==> src/rtl/vc_pkg.sv <==
// Shared types and constants for the victim-cache control path.
package vc_pkg;

    typedef enum logic [2:0] {
        IDLE,
        CHECK,
        SWAP,
        L2_READ,
        WB,
        INSERT
    } vc_ctrl_state_t;

    localparam logic L2_ADDR_REQ = 1'b0;
    localparam logic L2_ADDR_VC  = 1'b1;

endpackage

==> src/rtl/vc_control_if.sv <==
// L1-side and L2-side handshake bundle of the victim-cache controller.
// Handshake: l1_req is sampled only while vc_busy is low; l1_resp is a
// one-cycle pulse. l2_read/l2_write are held high up to and including the
// cycle in which l2_resp pulses, and the transfer completes in that cycle.
interface vc_control_if;
    logic l1_req;
    logic l1_victim_valid;
    logic l1_victim_dirty;
    logic l1_resp;
    logic l1_resp_from_vc;
    logic vc_busy;
    logic l2_read;
    logic l2_write;
    logic l2_resp;
    logic l2_addr_sel;

    modport master (
        input  l1_req, l1_victim_valid, l1_victim_dirty, l2_resp,
        output l1_resp, l1_resp_from_vc, vc_busy, l2_read, l2_write, l2_addr_sel
    );

    modport slave (
        output l1_req, l1_victim_valid, l1_victim_dirty, l2_resp,
        input  l1_resp, l1_resp_from_vc, vc_busy, l2_read, l2_write, l2_addr_sel
    );
endinterface

==> src/rtl/vc_idx_encoder.sv <==
// Lowest-set-bit priority encoder with a found flag.
module vc_idx_encoder #(
    parameter int N = 8,
    parameter int W = $clog2(N)
) (
    input  logic [N-1:0] vec_i,
    output logic [W-1:0] idx_o,
    output logic         found_o
);

    // Scanning downward lets the lowest set bit win.
    always_comb begin
        idx_o   = '0;
        found_o = 1'b0;
        for (int i = N - 1; i >= 0; i--) begin
            if (vec_i[i]) begin
                idx_o   = W'(i);
                found_o = 1'b1;
            end
        end
    end

endmodule

==> src/rtl/vc_control.sv <==
// Victim-cache control FSM: probes on an L1 miss, swaps on a hit, otherwise
// fetches from L2 and inserts the L1 victim, writing back a dirty entry first.
module vc_control
    import vc_pkg::*;
#(
    parameter int vc_size      = 8,
    parameter int num_idx_bits = $clog2(vc_size)
) (
    input  logic                    clk,
    input  logic                    rst,
    vc_control_if.master            bus,
    input  logic [vc_size-1:0]      vc_hit,
    input  logic [vc_size-1:0]      vc_valid_dataout,
    input  logic [vc_size-1:0]      vc_dirty_dataout,
    input  logic [num_idx_bits-1:0] vc_plru_dataout,
    output logic                    vc_valid_read,
    output logic                    vc_dirty_read,
    output logic                    vc_plru_read,
    output logic [vc_size-1:0]      vc_valid_ld,
    output logic [vc_size-1:0]      vc_dirty_ld,
    output logic                    vc_valid_datain,
    output logic                    vc_dirty_datain,
    output logic                    vc_plru_ld,
    output logic [num_idx_bits-1:0] vc_plru_datain,
    output logic [vc_size-1:0]      vc_tag_ld,
    output logic [vc_size-1:0]      vc_data_ld,
    output logic [num_idx_bits-1:0] vc_out_sel,
    output vc_ctrl_state_t          state_dbg
);

    localparam logic [vc_size-1:0] ONE = vc_size'(1);
    localparam logic [num_idx_bits-1:0] IDX_ONE = num_idx_bits'(1);

    vc_ctrl_state_t state_q, state_d;
    logic [num_idx_bits-1:0] hit_idx_q, repl_idx_q;
    logic vic_valid_q, vic_dirty_q;

    logic [num_idx_bits-1:0] hit_idx, inv_idx;
    logic hit_found, inv_found;

    vc_idx_encoder #(.N(vc_size), .W(num_idx_bits)) u_hit_enc (
        .vec_i   (vc_hit & vc_valid_dataout),
        .idx_o   (hit_idx),
        .found_o (hit_found)
    );

    vc_idx_encoder #(.N(vc_size), .W(num_idx_bits)) u_inv_enc (
        .vec_i   (~vc_valid_dataout),
        .idx_o   (inv_idx),
        .found_o (inv_found)
    );

    always_ff @(posedge clk) begin
        if (rst) begin
            state_q     <= IDLE;
            hit_idx_q   <= '0;
            repl_idx_q  <= '0;
            vic_valid_q <= 1'b0;
            vic_dirty_q <= 1'b0;
        end else begin
            state_q <= state_d;
            if (state_q == CHECK) begin
                hit_idx_q   <= hit_idx;
                repl_idx_q  <= inv_found ? inv_idx : vc_plru_dataout;
                vic_valid_q <= bus.l1_victim_valid;
                vic_dirty_q <= bus.l1_victim_dirty;
            end
        end
    end

    logic l1_resp, from_vc, l2_read, l2_write, addr_sel, rd_en;
    logic valid_din, dirty_din, plru_ld;
    logic [vc_size-1:0] valid_ld, dirty_ld, tag_ld, data_ld;
    logic [num_idx_bits-1:0] out_sel, plru_din;

    always_comb begin
        state_d   = state_q;
        l1_resp   = 1'b0;
        from_vc   = 1'b0;
        l2_read   = 1'b0;
        l2_write  = 1'b0;
        addr_sel  = L2_ADDR_REQ;
        rd_en     = 1'b1;
        valid_din = 1'b0;
        dirty_din = 1'b0;
        plru_ld   = 1'b0;
        plru_din  = '0;
        valid_ld  = '0;
        dirty_ld  = '0;
        tag_ld    = '0;
        data_ld   = '0;
        out_sel   = '0;
        case (state_q)
            IDLE:   if (bus.l1_req) state_d = CHECK;
            CHECK:  state_d = hit_found ? SWAP : L2_READ;
            SWAP: begin
                out_sel  = hit_idx_q;
                l1_resp  = 1'b1;
                from_vc  = 1'b1;
                valid_ld = ONE << hit_idx_q;
                dirty_ld = ONE << hit_idx_q;
                if (vic_valid_q) begin
                    tag_ld    = ONE << hit_idx_q;
                    data_ld   = ONE << hit_idx_q;
                    valid_din = 1'b1;
                    dirty_din = vic_dirty_q;
                end
                plru_ld  = 1'b1;
                plru_din = hit_idx_q + IDX_ONE;
                state_d  = IDLE;
            end
            L2_READ: begin
                l2_read = 1'b1;
                if (bus.l2_resp) begin
                    l1_resp = 1'b1;
                    if (!vic_valid_q)
                        state_d = IDLE;
                    else if (vc_valid_dataout[repl_idx_q] && vc_dirty_dataout[repl_idx_q])
                        state_d = WB;
                    else
                        state_d = INSERT;
                end
            end
            WB: begin
                l2_write = 1'b1;
                addr_sel = L2_ADDR_VC;
                out_sel  = repl_idx_q;
                if (bus.l2_resp) state_d = INSERT;
            end
            INSERT: begin
                valid_ld  = ONE << repl_idx_q;
                dirty_ld  = ONE << repl_idx_q;
                tag_ld    = ONE << repl_idx_q;
                data_ld   = ONE << repl_idx_q;
                valid_din = 1'b1;
                dirty_din = vic_dirty_q;
                // Advance the pointer only when the entry it names was consumed.
                if (repl_idx_q == vc_plru_dataout) begin
                    plru_ld  = 1'b1;
                    plru_din = vc_plru_dataout + IDX_ONE;
                end
                state_d = IDLE;
            end
            default: state_d = IDLE;
        endcase
        if (rst) begin
            l1_resp = 1'b0; from_vc = 1'b0; l2_read = 1'b0; l2_write = 1'b0;
            addr_sel = 1'b0; rd_en = 1'b0; valid_din = 1'b0; dirty_din = 1'b0;
            plru_ld = 1'b0; plru_din = '0; valid_ld = '0; dirty_ld = '0;
            tag_ld = '0; data_ld = '0; out_sel = '0;
        end
    end

    assign bus.l1_resp         = l1_resp;
    assign bus.l1_resp_from_vc = from_vc;
    assign bus.vc_busy         = !rst && (state_q != IDLE);
    assign bus.l2_read         = l2_read;
    assign bus.l2_write        = l2_write;
    assign bus.l2_addr_sel     = addr_sel;
    assign vc_valid_read       = rd_en;
    assign vc_dirty_read       = rd_en;
    assign vc_plru_read        = rd_en;
    assign vc_valid_ld         = valid_ld;
    assign vc_dirty_ld         = dirty_ld;
    assign vc_valid_datain     = valid_din;
    assign vc_dirty_datain     = dirty_din;
    assign vc_plru_ld          = plru_ld;
    assign vc_plru_datain      = plru_din;
    assign vc_tag_ld           = tag_ld;
    assign vc_data_ld          = data_ld;
    assign vc_out_sel          = out_sel;
    assign state_dbg           = state_q;

endmodule

==> src/flat_wrapper.sv <==
// flat-port wrapper written by rule: the top's interface ports become plain ports
module vc_control_flat import vc_pkg::*;
#(
    parameter int vc_size      = 8,
    parameter int num_idx_bits = $clog2(vc_size)
)
  (clk, rst, vc_hit, vc_valid_dataout, vc_dirty_dataout, vc_plru_dataout, vc_valid_read, vc_dirty_read, vc_plru_read, vc_valid_ld, vc_dirty_ld, vc_valid_datain, vc_dirty_datain, vc_plru_ld, vc_plru_datain, vc_tag_ld, vc_data_ld, vc_out_sel, state_dbg, bus_l1_req, bus_l1_victim_valid, bus_l1_victim_dirty, bus_l2_resp, bus_l1_resp, bus_l1_resp_from_vc, bus_vc_busy, bus_l2_read, bus_l2_write, bus_l2_addr_sel);
  vc_control_if bus_i ();
  input  logic clk;
  input  logic rst;
  input  logic [vc_size-1:0] vc_hit;
  input  logic [vc_size-1:0] vc_valid_dataout;
  input  logic [vc_size-1:0] vc_dirty_dataout;
  input  logic [num_idx_bits-1:0] vc_plru_dataout;
  output logic vc_valid_read;
  output logic vc_dirty_read;
  output logic vc_plru_read;
  output logic [vc_size-1:0] vc_valid_ld;
  output logic [vc_size-1:0] vc_dirty_ld;
  output logic vc_valid_datain;
  output logic vc_dirty_datain;
  output logic vc_plru_ld;
  output logic [num_idx_bits-1:0] vc_plru_datain;
  output logic [vc_size-1:0] vc_tag_ld;
  output logic [vc_size-1:0] vc_data_ld;
  output logic [num_idx_bits-1:0] vc_out_sel;
  output vc_ctrl_state_t state_dbg;
  input wire logic [$bits(bus_i.l1_req)-1:0] bus_l1_req;
  input wire logic [$bits(bus_i.l1_victim_valid)-1:0] bus_l1_victim_valid;
  input wire logic [$bits(bus_i.l1_victim_dirty)-1:0] bus_l1_victim_dirty;
  input wire logic [$bits(bus_i.l2_resp)-1:0] bus_l2_resp;
  output wire logic [$bits(bus_i.l1_resp)-1:0] bus_l1_resp;
  output wire logic [$bits(bus_i.l1_resp_from_vc)-1:0] bus_l1_resp_from_vc;
  output wire logic [$bits(bus_i.vc_busy)-1:0] bus_vc_busy;
  output wire logic [$bits(bus_i.l2_read)-1:0] bus_l2_read;
  output wire logic [$bits(bus_i.l2_write)-1:0] bus_l2_write;
  output wire logic [$bits(bus_i.l2_addr_sel)-1:0] bus_l2_addr_sel;
  assign bus_i.l1_req = bus_l1_req;
  assign bus_i.l1_victim_valid = bus_l1_victim_valid;
  assign bus_i.l1_victim_dirty = bus_l1_victim_dirty;
  assign bus_i.l2_resp = bus_l2_resp;
  assign bus_l1_resp = bus_i.l1_resp;
  assign bus_l1_resp_from_vc = bus_i.l1_resp_from_vc;
  assign bus_vc_busy = bus_i.vc_busy;
  assign bus_l2_read = bus_i.l2_read;
  assign bus_l2_write = bus_i.l2_write;
  assign bus_l2_addr_sel = bus_i.l2_addr_sel;
  vc_control #(.vc_size(vc_size), .num_idx_bits(num_idx_bits)) u_core (.clk(clk), .rst(rst), .bus(bus_i), .vc_hit(vc_hit), .vc_valid_dataout(vc_valid_dataout), .vc_dirty_dataout(vc_dirty_dataout), .vc_plru_dataout(vc_plru_dataout), .vc_valid_read(vc_valid_read), .vc_dirty_read(vc_dirty_read), .vc_plru_read(vc_plru_read), .vc_valid_ld(vc_valid_ld), .vc_dirty_ld(vc_dirty_ld), .vc_valid_datain(vc_valid_datain), .vc_dirty_datain(vc_dirty_datain), .vc_plru_ld(vc_plru_ld), .vc_plru_datain(vc_plru_datain), .vc_tag_ld(vc_tag_ld), .vc_data_ld(vc_data_ld), .vc_out_sel(vc_out_sel), .state_dbg(state_dbg));
endmodule
==> config.mk <==
export PLATFORM = sky130hd
export DESIGN_NAME = vc_control_flat
export DESIGN_NICKNAME = d
export VERILOG_FILES = /design/src/rtl/vc_pkg.sv /design/src/rtl/vc_control_if.sv /design/src/rtl/vc_idx_encoder.sv /design/src/rtl/vc_control.sv /design/src/flat_wrapper.sv
export SDC_FILE = /design/constraint.sdc
export NUM_CORES = 1
export LEC_CHECK = 0
export ABC_AREA = 1
export ABC_CLOCK_PERIOD_IN_PS = 2050
export BUFFER_PORTS_ARGS = -buffer_cell sky130_fd_sc_hd__clkbuf_2
export CAP_MARGIN = 20
export CORE_UTILIZATION = 46
export CTS_BUF_LIST = sky130_fd_sc_hd__clkbuf_2 sky130_fd_sc_hd__clkbuf_4 sky130_fd_sc_hd__clkbuf_8
export DETAILED_ROUTE_END_ITERATION = 7
export PLACE_DENSITY = 0.89
export SLEW_MARGIN = 20
export SYNTH_ARGS = -nofsm -noshare
export SYNTH_HDL_FRONTEND = slang
export SYNTH_SLANG_ARGS = --single-unit
==> constraint.sdc <==
create_clock -name clk -period 2.05 [get_ports clk]
set_input_delay 0.3075 -clock clk [delete_from_list [all_inputs] [get_ports clk]]
set_output_delay 0.3075 -clock clk [all_outputs]
set_load 0.01 [all_outputs]
# ---- After elaboration in Yosys (flattened, before gate mapping)
# Cells that the tools add are included.
dict set report classes {
  n_addsub 2
  eq_ne 9
  div 0
  reduce_logical 6
  magnitude_cmp 1
  mux 73
  n_bitwise 2
  multipliers 0
  shift 2
}
# operator count
set op_table {}
lappend op_table {{$mux W3} 24}
lappend op_table {{$mux W1} 35}
lappend op_table {{$pmux W8 S2} 2}
lappend op_table {{$mux W8} 3}
lappend op_table {{$shl A1 B3 Y8 const A} 2}
lappend op_table {{$pmux W3 S2} 2}
lappend op_table {{$pmux W3 S4} 1}
lappend op_table {{$and A8 B8 Y8} 1}
lappend op_table {{$not A8 Y8} 1}
lappend op_table {{$pmux W1 S2} 4}
lappend op_table {{$add A3 B1 Y3 const B} 2}
lappend op_table {{$bmux W1 S3} 2}
lappend op_table {{$eq A3 B2 Y1 const B} 2}
lappend op_table {{$eq A3 B3 Y1 const B} 2}
lappend op_table {{$ne A2 B2 Y1 const B} 3}
lappend op_table {{$lt A3 B4 Y1 const B} 1}
lappend op_table {{$eq A3 B1 Y1 const B} 1}
lappend op_table {{$eq A3 B3 Y1} 1}
lappend op_table {{$logic_not A3 Y1} 1}
lappend op_table {{$reduce_and A3 Y1} 1}
lappend op_table {{$reduce_bool A3 Y1} 1}
lappend op_table {{$logic_and A1 B1 Y1} 2}
lappend op_table {{$logic_not A1 Y1} 1}
dict set report word_totals {
  inputBits 33
  mem_bits_ro 0
  ram_bits 0
  mem_count 0
  output_inout_bits 53
  latchBits 0
  register_bits 11
  word_cells 100
}

# ---- Longest topological paths before layout
dict set report depth {
  ltp_word 11
  depth_mapped 10
  ltp_nobuf 10
}

# ---- By module
# Synthesis repeated with hierarchy kept, for this count alone.
dict set report hier_totals {
  cells_unflattened 288
  area_unflattened_um2 1692.9
}
# module cells_per_inst area_each_um2 seq_area_each_um2 n_inst
set modules_own_cells {}
lappend modules_own_cells {vc_control 244 1495.2 220.2 1}
lappend modules_own_cells {vc_idx_encoder 22 98.8 0.0 2}

# ---- Worst setup path before layout
# OpenSTA, ideal clock, no wires.
dict set report synth_path {
  path_type {flip-flop to output port}
  startpoint {register u_core.state_q[2] (netlist: u_core.state_dbg[2])}
  endpoint {output vc_tag_ld[7]}
  setup_slack_ns 0.240
  arrival_ns 1.502
  path_stages_with_launch 10
  path_buffers 1
  t_required_ns 1.742
  path_cell_list {dfxtp_1 -> inv_2 -> nor3_4 -> inv_2 -> nor2_2 -> inv_2 -> nor2_1 -> inv_2 -> a21oi_1 -> buf_4}
}
dict set report synth_via {
  elab_chain_len 3
  word_cells_on_any_way 4
  classes_between {eq/ne (2); mux (2)}
}
# item line
set synth_rtl {}
lappend synth_rtl {{from (decl)} vc_control.sv:34} ;# vc_ctrl_state_t state_q, state_d;
lappend synth_rtl {{from (signal assigned)} vc_control.sv:61} ;# state_q <= state_d;
lappend synth_rtl {{$eq A3 B3 Y1 or $eq A3 B2 Y1 (tied branches)} -}
lappend synth_rtl {{$pmux W8 S2 *} -}
lappend synth_rtl {{$mux W8 *} -}
lappend synth_rtl {{to (decl)} flat_wrapper.sv:24} ;# output logic [vc_size-1:0] vc_tag_ld;
# Mark *: on every way between the ends. The rest lies on a longest branch, timed or not.

# ---- Worst setup path after layout
dict set report layout_path {
  startpoint {register u_core.state_q[0] (netlist: u_core.state_dbg[0])}
  endpoint {output vc_plru_datain[1]}
}
dict set report layout_via {
  elab_chain_len 3
  word_cells_on_any_way 4
  classes_between {eq/ne (2); mux (2)}
}
# item line
set layout_rtl {}
lappend layout_rtl {{$eq A3 B3 Y1 or $eq A3 B2 Y1 (tied branches)} vc_control.sv:93} ;# case (state_q)
lappend layout_rtl {{$pmux W3 S2 *} vc_control.sv:93}
lappend layout_rtl {{$mux W3 *} vc_control.sv:146} ;# if (rst) begin
lappend layout_rtl {{to (decl)} flat_wrapper.sv:23} ;# output logic [num_idx_bits-1:0] vc_plru_datain;
# Marks and branches as above.

==> results by group <==
STA
  • Min cycle time layout: 1.99 ns
  • RSZ-0062 raised after global routing: yes
  • Endpoints failing hold: 0
  • Final slew viol count: 0
  • Max-slew headroom: 74.3%
  • Period utilization: 96.8%
  • Worst Slack Setup Final: 0.0648 ns
  • Worst-Margin Slew: 0.385 ns
  • Max Freq: 0.504 GHz
  • Layout Skew: 0.00396 ns
  • Final setup fails: 0

Floorplan
  • Die H: 59.1 µm
  • Row cnt: 20
  • Ports: 86
  • Core area: 3080 µm²
  • Starting density of the core: 48.8%
  • Die ar.: 3500 µm²
  • Die width: 59.1 µm

Placement
  • Post-Place Worst Slack: 0.233 ns
  • Number of port buffers: 85
  • Post-detail-place hpwl: 3.37 mm
  • Area after DPL: 1840 µm²
  • Final GP Congestion: 0.852

Clock tree
  • Clock-pin transition on the worst setup and hold timing paths: 0.06 ns
  • Root Driver: clkbuf_4
  • Worst-Skew Late Latency: 0.26 ns
  • Total CTS buffers: 3
  • Clk sink count: 11
  • CTS HTree Levels: 1
  • CTS tree: done
  • Clock Path Buffers: 2

Power
  • P per Cell Area: 438 nW/µm²
  • Leak: 0.00101 µW
  • Switch Pwr: 375 µW
  • Int Power: 484 µW
  • Comb pwr share: 49.0%
  • Clock share of power: 17.9%
  • Max VDD drop: 0.000329 V
  • Switching share of total power: 43.6%
  • Reg power frac: 33.1%

Job
  • Max Cap Violations: 0

Synth
  • Sequential share of the synthesized area: 14.7%
  • Yosys Warn Count: 0
  • Asr flop ratio synth: 0%
  • Most frequent cell after synthesis: nand2_1
  • Share of the synthesized area in the top cell type: 17.0%
  • Cell taking the most area after synthesis: nand2_1
  • Cells after synthesis: 260
  • Number of library cell types mapped by synthesis: 34
  • Synth top area cells: nand2_1 (17%), dfxtp_1 (15%), buf_4 (9.5%)
  • Commonest cells in the netlist: nand2_1 (68), nor2_1 (34), inv_1 (20), buf_4 (19), a21oi_1 (14)
  • Mapped cell area: 1500 µm²
  • Post-synth EDFFs: 0
  • Post-synth top flop: dfxtp_1
  • Mapped Nets: 300
  • Synth Register Bits: 11
  • Syn_area_per_cell: 5.77 µm²

Cells and area
  • Nets@finish: 372
  • Layout cell share with drive strength beyond 1: 40.2%
  • N_diodes: 0
  • Design area: 1960 µm²
  • Fill count: 310
  • Multi-input gate area: 1060 µm²
  • Register area: 226 µm²
  • P&R area growth vs syn: 30.7%

Global routing
  • Vias in the first global route: 1,551
  • GRT Total Usage: 23.0%
  • Global route overflow: 0
  • Largest net degree at the start of global routing: 21
  • Global-route wire length before repair: 6.36 mm
  • Initial antenna violation count: 0

Status
  • Status: finished, final reports clean

Worst hold path
  • Hold path cells: 3
  • Hold Crit Class: input port to register
  • Hold Path End: u_core.vic_dirty_q
  • Hold Startpoint: bus_l1_victim_dirty

Worst setup path
  • Reg2reg end: u_core.state_dbg[0]
  • CP max stage cell: dfxtp_4
  • Buf/Inv on CP: 2
  • Arr. time, crit path: 1.68 ns
  • Cell Chain, Critical Path: inv_4, nor3_4, nand4_1, nand2b_1, a21oi_1, clkbuf_2
  • Setup CP Type: register to output port
  • Register-to-register setup slack: 0.64 ns
  • Max Fanout on Critical Path: 7
  • R2R depth: 9
  • CP delay by family, top: simple AND/OR/NAND/NOR gates
  • Slowest Stage Delay on Critical Path: 0.39 ns
  • Critical Path Source Type: register
  • CP endpoint kind: output port
  • Worst Setup SP: u_core.state_dbg[0]
  • R2R Path Start: u_core.state_dbg[0]
  • Critical Path RT: 1.74 ns

Routing
  • DRT Pass-1 Iters: 6
  • Vias: 1,886
  • Routed WL per cell: 11.3 µm
  • Vias/cell: 5.03
  • Drt drc: 0
  • Final antenna-violating net count: 0
  • Final wirelength: 4.23 mm
  • Starting DRT DRC Count: 64
[power by group through the flow]
stage	registers [µW]	logic (µW)	clock network (µW)
6_report	284	421	154
5_1_grt	288	472	174
4_1_cts	279	394	159
3_5_place_dp	284	392	0
3_3_place_gp	282	385	0
2_1_floorplan	274	275	0
[cells by family after synthesis]
family / Yosys count / share of synthesized area [%]
flops: 11 / 14.7
fa+ha+maj: 7 / 5.83
buf+inv: 56 / 19.0
xor+xnor: 4 / 2.33
simple gates: 131 / 38.3
compound gates: 51 / 19.8
[per-stage QoR]
stage	total power [µW]	hold slack, ns	util (%)	instances	TNS (ns)
2_1_floorplan	550	0.440	-	260	0
3_3_place_gp	667	0.451	59.9	368	0
3_5_place_dp	675	0.465	59.9	368	0
4_1_cts	832	0.274	60.9	372	0
5_1_grt	934	0.293	63.7	375	-1.17
6_report	859	0.278	63.7	375	0
[layer usage]
layer / up-vias / routed length, µm / track usage [%] / share of wire [%]
met5: - / 0 / 0 / 0
met4: 0 / 27 / 5.78 / 0.64
met3: 4 / 240 / 1.31 / 5.7
met2: 78 / 2150 / 43.0 / 51
met1: 831 / 1810 / 28.5 / 43
li1: 973 / - / - / -
[sequential cells by signal, indices dropped and copies added, names as in the netlist]
| signal | count |
|---|---|
| u_core.hit_idx_q | 3 |
| u_core.repl_idx_q | 3 |
| u_core.state_dbg | 3 |
| u_core.vic_dirty_q | 1 |
| u_core.vic_valid_q | 1 |
[worst max-delay path by stage]
stage,endpoint,depth (start not counted),slack [ns]
finish,vc_plru_datain[1],6,0.06
global route,vc_plru_datain[0],7,-0.07
CTS,vc_data_ld[2],9,0.003
detailed placement,vc_data_ld[2],7,0.23
global placement,vc_data_ld[7],7,0.30
floorplan,vc_tag_ld[7],9,0.24
[worst min-delay path, delay by kind of cell]
kind,cells,cell delay (ns)
AND/OR/NAND/NOR,1,0.05
buffers and inverters,1,0.08
AO/OA/AOI/OAI,1,0.05
[cell usage in the layout, fill, tap and decap left out, types with 2 or more instances in the layout]
master	n
dfxtp_1	8
a31oi_1	12
clkbuf_2	61
buf_2	24
o21ai_2	3
nand3_1	10
nor2_1	29
xnor2_1	4
clkbuf_4	4
a21oi_1	13
o22ai_1	5
buf_4	6
nand4_1	4
a21boi_0	2
inv_1	20
nor2_4	6
o21ai_0	9
dfxtp_2	2
inv_2	9
a21oi_2	2
nand2_1	68
ha_1	7
nor2_2	8
[cell type report]
class                      count  area share, %
clock buffer                   4           1.53
sequential                    11           11.5
timing repair buffer          91           24.0
multi-input combinational    194           53.9
inverter                      31           6.25
tap                           44           2.81
[repair_timing]
item | 4_1_cts | 5_1_grt
pin swaps | 0 | 7
setup buffers | 0 | 2
setup endpoints to repair | 7 | 40
hold buffers | 0 | 0
gates cloned | 0 | 1
resized for setup | 1 | 43
Note: power is estimated with default switching activity, not from simulation.
